### src/rtl/bd_tag_merge_pkg.sv
// Shared constants and types for the BD tag merge/split pair: leaf codes,
// field widths and the round-robin grant encoding.
package BDTagMergePkg;

    localparam int NBDpayload = 32;
    localparam int NBDcode    = 4;
    localparam int Ntag       = 11;
    localparam int Nct        = 9;

    // Leaf codes shared with the splitter.
    localparam logic [NBDcode-1:0] RO_ACC_code     = 4'd0;
    localparam logic [NBDcode-1:0] RO_TAT_code     = 4'd1;
    localparam logic [NBDcode-1:0] INPUT_TAGS_code = 4'd2;

    typedef enum logic {
        GRANT_TAG   = 1'b0,
        GRANT_OTHER = 1'b1
    } grant_e;

endpackage

### src/rtl/bd_tag_merge_rr_arb.sv
// Two-input round-robin arbiter; last_grant moves only when the granted
// request is actually transferred (room high).
module bd_tag_merge_rr_arb
    import BDTagMergePkg::*;
(
    input  logic   clk,
    input  logic   reset,
    input  logic   req_tag,
    input  logic   req_other,
    input  logic   room,
    output grant_e grant
);

    grant_e last_grant_q;
    grant_e last_grant_d;

    // NOTE: every combinational output gets a default first so no latch is inferred.
    always_comb begin
        grant        = GRANT_TAG;
        last_grant_d = last_grant_q;
        if (req_tag && req_other) begin
            grant = (last_grant_q == GRANT_TAG) ? GRANT_OTHER : GRANT_TAG;
        end else if (req_other) begin
            grant = GRANT_OTHER;
        end
        if ((req_tag || req_other) && room) begin
            last_grant_d = grant;
        end
    end

    // OTHER at reset so the tag stream wins the first contention.
    // NOTE: sequential state uses non-blocking assignments only.
    always_ff @(posedge clk) begin
        if (reset) begin
            last_grant_q <= GRANT_OTHER;
        end else begin
            last_grant_q <= last_grant_d;
        end
    end

endmodule

### src/rtl/bd_tag_merge.sv
// Merges packed tag/count words and decoded BD words into one registered BD
// word stream. Emitted-word counters are built only with BD_TAG_MERGE_COUNT_EN.
module bd_tag_merge #(
    parameter int NBDpayload      = BDTagMergePkg::NBDpayload,
    parameter int NBDcode         = BDTagMergePkg::NBDcode,
    parameter int Ntag            = BDTagMergePkg::Ntag,
    parameter int Nct             = BDTagMergePkg::Nct,
    parameter int INPUT_TAGS_code = 2
) (
    input  logic                         clk,
    input  logic                         reset,
    // tag_in channel (sink)
    input  logic [Ntag-1:0]              tag_in_tag,
    input  logic [Nct-1:0]               tag_in_ct,
    input  logic                         tag_in_v,
    output logic                         tag_in_a,
    // other_in channel (sink)
    input  logic [NBDpayload-1:0]        other_in_payload,
    input  logic [NBDcode-1:0]           other_in_leaf_code,
    input  logic                         other_in_v,
    output logic                         other_in_a,
    // BD_out channel (source)
    output logic [NBDpayload-1:0]        BD_out_payload,
    output logic [NBDcode-1:0]           BD_out_leaf_code,
    output logic                         BD_out_v,
    input  logic                         BD_out_a,
    // TagMergeConf
    input  logic [NBDpayload-Ntag-Nct-1:0] conf_global_tag,
    output logic [31:0]                  n_tag_sent,
    output logic [31:0]                  n_other_sent
);

    logic                    out_v_q, out_v_d;
    logic [NBDpayload-1:0]   out_payload_q, out_payload_d;
    logic [NBDcode-1:0]      out_leaf_code_q, out_leaf_code_d;
    logic                    room;
    logic                    tag_fire, other_fire;
    logic                    load_tag, load_other;
    BDTagMergePkg::grant_e   grant;

    // Reset gates room so nothing is acked while the register is being cleared.
    assign room = (~out_v_q | BD_out_a) & ~reset;

    bd_tag_merge_rr_arb u_arb (
        .clk       (clk),
        .reset     (reset),
        .req_tag   (tag_in_v),
        .req_other (other_in_v),
        .room      (room),
        .grant     (grant)
    );

    assign tag_in_a   = tag_in_v   && (grant == BDTagMergePkg::GRANT_TAG)   && room;
    assign other_in_a = other_in_v && (grant == BDTagMergePkg::GRANT_OTHER) && room;

    assign tag_fire   = tag_in_v & tag_in_a;
    assign other_fire = other_in_v & other_in_a;
    // Zero-count tags are consumed but never reach the output register.
    assign load_tag   = tag_fire && (tag_in_ct != '0);
    assign load_other = other_fire;

    always_comb begin
        out_v_d         = out_v_q;
        out_payload_d   = out_payload_q;
        out_leaf_code_d = out_leaf_code_q;
        if (load_tag) begin
            out_v_d         = 1'b1;
            out_payload_d   = {conf_global_tag, tag_in_tag, tag_in_ct};
            out_leaf_code_d = NBDcode'(INPUT_TAGS_code);
        end else if (load_other) begin
            out_v_d         = 1'b1;
            out_payload_d   = other_in_payload;
            out_leaf_code_d = other_in_leaf_code;
        end else if (BD_out_a) begin
            out_v_d         = 1'b0;
        end
    end

    always_ff @(posedge clk) begin
        if (reset) begin
            out_v_q         <= 1'b0;
            out_payload_q   <= '0;
            out_leaf_code_q <= '0;
        end else begin
            out_v_q         <= out_v_d;
            out_payload_q   <= out_payload_d;
            out_leaf_code_q <= out_leaf_code_d;
        end
    end

    assign BD_out_v         = out_v_q;
    assign BD_out_payload   = out_payload_q;
    assign BD_out_leaf_code = out_leaf_code_q;

`ifdef BD_TAG_MERGE_COUNT_EN
    logic [31:0] n_tag_q;
    logic [31:0] n_other_q;

    always_ff @(posedge clk) begin
        if (reset) begin
            n_tag_q   <= '0;
            n_other_q <= '0;
        end else begin
            if (load_tag && (n_tag_q != '1)) begin
                n_tag_q <= n_tag_q + 32'd1;
            end
            if (load_other && (n_other_q != '1)) begin
                n_other_q <= n_other_q + 32'd1;
            end
        end
    end

    assign n_tag_sent   = n_tag_q;
    assign n_other_sent = n_other_q;
`else
    assign n_tag_sent   = '0;
    assign n_other_sent = '0;
`endif

endmodule

### config.mk
export PLATFORM = sky130hd
export DESIGN_NAME = bd_tag_merge
export DESIGN_NICKNAME = d
export VERILOG_FILES = /design/src/rtl/bd_tag_merge_pkg.sv /design/src/rtl/bd_tag_merge_rr_arb.sv /design/src/rtl/bd_tag_merge.sv
export SDC_FILE = /design/constraint.sdc
export NUM_CORES = 1
export LEC_CHECK = 0
export ABC_AREA = 0
export CORE_MARGIN = 2
export CORE_UTILIZATION = 35
export CTS_BUF_LIST = sky130_fd_sc_hd__clkbuf_4 sky130_fd_sc_hd__clkbuf_8
export CTS_CLUSTER_DIAMETER = 40
export DETAILED_ROUTE_END_ITERATION = 12
export GPL_TIMING_DRIVEN = 0
export PLACE_DENSITY = 0.83
export SLEW_MARGIN = 10
export SYNTH_ARGS = -nofsm -noshare
export SYNTH_HDL_FRONTEND = slang
export SYNTH_SLANG_ARGS = --single-unit
### constraint.sdc
create_clock -name clk -period 2.25 [get_ports clk]
set_clock_uncertainty 0.1 [all_clocks]
set_input_delay 0.5625 -clock clk [delete_from_list [all_inputs] [get_ports clk]]
set_output_delay 0.5625 -clock clk [all_outputs]
set_load 0.01 [all_outputs]
# After elaboration in Yosys (flattened, before gate mapping)

Cells that the tools add are included.

Bitwise gates (word level): 7
Muxes and demuxes: 10
Reduce and logical (&&, ||, !) cells: 12

Operator list:

| cell               | count |
|---|---|
| 32-bit two-way mux | 2 |
| 9-bit nonzero test | 1 |
| 1-bit logical AND  | 7 |
| 1-bit two-way mux  | 6 |
| 2-bit two-way mux  | 2 |
| 1-bit bitwise AND  | 3 |
| 1-bit inverter     | 3 |
| 3-bit nonzero test | 1 |
| 2-bit nonzero test | 1 |
| 2-bit OR reduction | 1 |
| 1-bit logical OR   | 1 |
| 1-bit bitwise OR   | 1 |

Bits in registers: 38
Output and inout port bits: 103

# Logic depth before layout (Yosys ltp)

Depth in word-level cells: 8
Gate-level depth with buffers: 6
Gate-level depth less buffers: 5

# By module

Synthesis repeated with hierarchy kept, for this count alone.

Cells, all modules: 242
Area, all modules: 2,469.9 µm²

Modules (own cells, without submodules):

| module              | instances | area an instance (µm²) | seq. area each (µm²) | cells each |
|---|---|---|---|---|
| bd_tag_merge        | 1         | 2,419.8                | 740.7                | 237 |
| bd_tag_merge_rr_arb | 1         | 50.0                   | 20.0                 | 5 |

# Least setup slack after synthesis

No wires, ideal clock.

Kind: input to register
From: input tag_in_ct[3]
To: register out_payload_q[1], in the netlist BD_out_payload[1]
Setup slack: 0.109 ns
Data arrival time: 1.902 ns
Stages: 6
Path buffers: 2
Setup time: 0.139 ns
Cell sequence: or4_4 > nor4_4 > or2_1 > buf_6 > buf_8 > a311oi_2

Longest elaborated chain between the ends: 3
Elaborated cells between the ends (all ways): 4
Those cells by class: mux (1); reduce/logical (3)

RTL lines:

| item                                                            | RTL line           | RTL |
|---|---|---|
| start: declaration                                              | bd_tag_merge.sv:14 | `input logic [Nct-1:0] tag_in_ct,` |
| 9-bit nonzero test (*)                                          | bd_tag_merge.sv:59 | `assign load_tag = tag_fire && (tag_in_ct != '0);` |
| 1-bit logical AND (*)                                           | bd_tag_merge.sv:59 |  |
| 32-bit two-way mux / 2-bit nonzero test (equally long branches) | -                  |  |
| end signal: assignment                                          | bd_tag_merge.sv:86 | `out_payload_q <= out_payload_d;` |
| end: declaration                                                | bd_tag_merge.sv:34 | `logic [NBDpayload-1:0] out_payload_q, out_payload_d;` |

Every way passes the cells marked *; elsewhere a longest branch is shown, timed or not.
A chain may end at the register's enable or synchronous reset.

# Final worst setup path

From: input tag_in_ct[3]
To: register out_payload_q[6], in the netlist BD_out_payload[6]

The elaborated chain is that of the path after synthesis.

==> summary.md <==
| Metric | Value |
|---|---|
| Run status | `completed` |
| Antenna Nets Post-Route | `0` |
| Most repeated cell in the gate-level netlist after synthesis | `sky130_fd_sc_hd__nand2_1` |
| Syn Std Cell Area | `2276 µm²` |
| GR met3 Demand/Resource | `5.801%` |
| Busiest metal layer after global routing | `met2` |
| Worst min path class | `flop to flop` |
| Maximum count of clock buffers along a single path | `2` |
| Average footprint of a synthesized cell | `8.246 µm²` |
| Post-layout net count | `546` |
| Sequential element share of the synthesized area | `33.42%` |
| Drt first-iter violations | `58` |
| Worst setup SP type | `primary input` |
| First-pass GRT wire length | `11590 µm` |
| Data arrival, critical path | `2.21 ns` |
| Clock tree from TritonCTS | `yes` |
| Count of final setup violators | `0` |
| Remaining global-route overflow | `0` |
| Async SR Flop Fraction | `0%` |
| Lkg Pwr | `1.766 nW` |
| Die Outline Area | `7164 µm²` |
| First-pass iteration count of the detailed router | `4` |
| GR met2 Demand/Resource | `37.08%` |
| Worst setup EP type | `flop` |
| Root Buffer Master | `sky130_fd_sc_hd__clkbuf_8` |
| Main flop type after synthesis | `sky130_fd_sc_hd__dfxtp_1` |
| Kind of critical path | `primary input to flop` |
| Total routing usage reported by global routing | `19.82%` |
| Final total power | `1.906 mW` |
| Initial antenna violation count | `0` |
| Core area | `6314 µm²` |
| Total half-perimeter wirelength after legalization and detailed placement | `5447 µm` |
| Final min period | `2.156 ns` |
| Crit-path max FO | `6` |
| Clock net sink count | `38` |
| WL/cell | `13.30 µm` |
| Final non-filler cell area | `4048 µm²` |
| Relative slew slack | `60.86%` |
| Top Ports | `176` |
| Number of antenna cells inserted | `0` |
| Cells after synthesis | `276` |
| Startpoint of the most critical setup path | `tag_in_ct[3]` |
| Fin. Hold Viols | `0` |
| Worst EP required | `2.30 ns` |
| Leading post-synthesis cells by instance count | `sky130_fd_sc_hd__nand2_1 (66), sky130_fd_sc_hd__buf_4 (64), sky130_fd_sc_hd__dfxtp_1 (38)` |
| Post-detailed-placement cell area | `3720 µm²` |
| Yosys warnings | `0` |
| Die width | `84.64 µm` |
| Highest clock frequency the design can meet | `0.4639 GHz` |
| Via count of the first global-routing pass | `2456` |
| Unrepaired setup endpoints after global routing | `false` |
| Synth-to-layout area growth | `77.84%` |
| Beginning of the worst register-to-register path | `u_arb.last_grant_q` |
| Overall via count from detail_route | `2494` |
| Worst vdd rail ir drop | `0.3050 mV` |
| DRT Wirelength | `7329 µm` |
| Final slew viol count | `0` |
| CTS Hold Buffers Added | `0` |
| DIE HEIGHT | `84.64 µm` |
| Max H-tree Level | `2` |
| Met1 GRT Util | `21.77%` |
| Initial standard-cell utilization of the core | `36.05%` |
| Start point of the worst min-delay path | `BD_out_leaf_code[1]` |
| Least-Margin Pin Slew | `0.5871 ns` |
| Drt drc | `0` |
| Portion of the clock cycle consumed by the worst path in the final layout | `95.80%` |
| IO buf count | `111` |
| Proportion of layout cells with a drive suffix above 1 | `24.68%` |
| Top cells by area, synth | `sky130_fd_sc_hd__dfxtp_1 (33%), sky130_fd_sc_hd__buf_4 (21%), sky130_fd_sc_hd__nand2_1 (11%)` |
| Worst skew pair latency | `0.28 ns` |
| Setup TNS | `0 ns` |
| Vias per cell | `4.526` |
| Pin count of the biggest net entering global routing | `12` |
| Max-cap violations | `0` |
| Area fraction of the dominant cell type after synthesis | `33.42%` |
| Final weighted congestion in routability-driven placement | `0.7830` |
| Number of library cell types mapped by synthesis | `25` |
| Most area-hungry cell type in the Yosys netlist | `sky130_fd_sc_hd__dfxtp_1` |
| Std cell rows | `29` |
| EDFF count, synth | `0` |
| Synthesized flop and latch total | `38` |
| Final worst hold slack | `0.3848 ns` |
| TritonCTS Buffers | `5` |
| PwrDens | `470.9 nW/µm²` |
| Clock-pin slew of the registers on the worst-case setup and hold paths | `0.07 ns` |
-- cell usage in the layout, fill, tap and decap left out, drive strengths merged, types with 8 or more instances in the layout --
cell and count:
clkdlybuf4s50 98, buf 93, nand2 66, conb 64, dfxtp 38, nor3 35, a311oi 32, clkbuf 16
dlygate4sd2 8
-- logic make-up after synthesis --
group                  share of synthesized area (%)
DFF                                            33.42
buffers and inverters                          27.43
and+or+nand+nor                                22.16
AOI/OAI and AO/OA                              15.50
muxes                                          1.319
other                                         0.1648
-- metrics by stage --
stage	cells	utilization [%]	worst slack [ns]
3_3_place_gp	527	58.92	-1.034
5_1_grt	551	64.11	0.03850
4_1_cts	550	63.69	0.02357
2_1_floorplan	339	-	0.1086
3_5_place_dp	527	58.92	-1.060
6_report	551	64.11	0.09446
-- registers in the layout, summed over array words and instances (netlist names) --
name and count:
BD_out_payload 32, BD_out_leaf_code 4, BD_out_v 1, u_arb.last_grant_q 1
-- what timing repair did --
item / 4_1_cts / 5_1_grt
pin swaps: 9 / 4
cloned: 2 / 0
resized for setup: 32 / 5
setup endpoints to repair: 39 / 15
hold endpoints to repair: 0 / 0
buffers inserted: 14 / 1
-- per-layer routing --
| layer | up-vias | wire [µm] |
|---|---|---|
| met2 | 124 | 3692 |
| met1 | 1137 | 2905 |
| met4 | 0 | 66 |
| met3 | 7 | 665 |
| li1 | 1226 | - |
| met5 | - | 0 |
-- layout make-up --
class | count | area, µm²
fillers | 568 | 2266
clock buffers | 7 | 90.09
clock inverters | 1 | 5.005
well taps | 77 | 96.34
multi-input cells | 215 | 1162
repair buffers | 128 | 1291
inverters | 2 | 12.51
flip-flops and latches | 38 | 760.7
plain buffers | 83 | 629.4
-- critical path, stage by stage --
cell and delay, ns:
sky130_fd_sc_hd__dlygate4sd2_1 0.24, sky130_fd_sc_hd__or4_4 0.54, sky130_fd_sc_hd__nor4_4 0.13, sky130_fd_sc_hd__buf_4 0.16
sky130_fd_sc_hd__or2_1 0.11, sky130_fd_sc_hd__buf_6 0.15, sky130_fd_sc_hd__buf_12 0.12, sky130_fd_sc_hd__buf_4 0.11
sky130_fd_sc_hd__a311oi_2 0.08
-- path summary, 6_finish.rpt --
path / end / slack (ns) / depth (start not counted)
setup / recovery: BD_out_payload[6] / 0.09 / 9
hold / removal: BD_out_leaf_code[1] / 0.38 / 2
setup reg to reg: BD_out_payload[6] / 0.31 / 8
hold reg to reg: BD_out_leaf_code[1] / 0.38 / 2
-- report_power, final --
part | internal (mW) | switching (mW)
clock | 0.259 | 0.238
combinational | 0.379 | 0.267
sequential | 0.730 | 0.0331
total | 1.37 | 0.538
No activity file was read; power rests on OpenSTA's default activity.
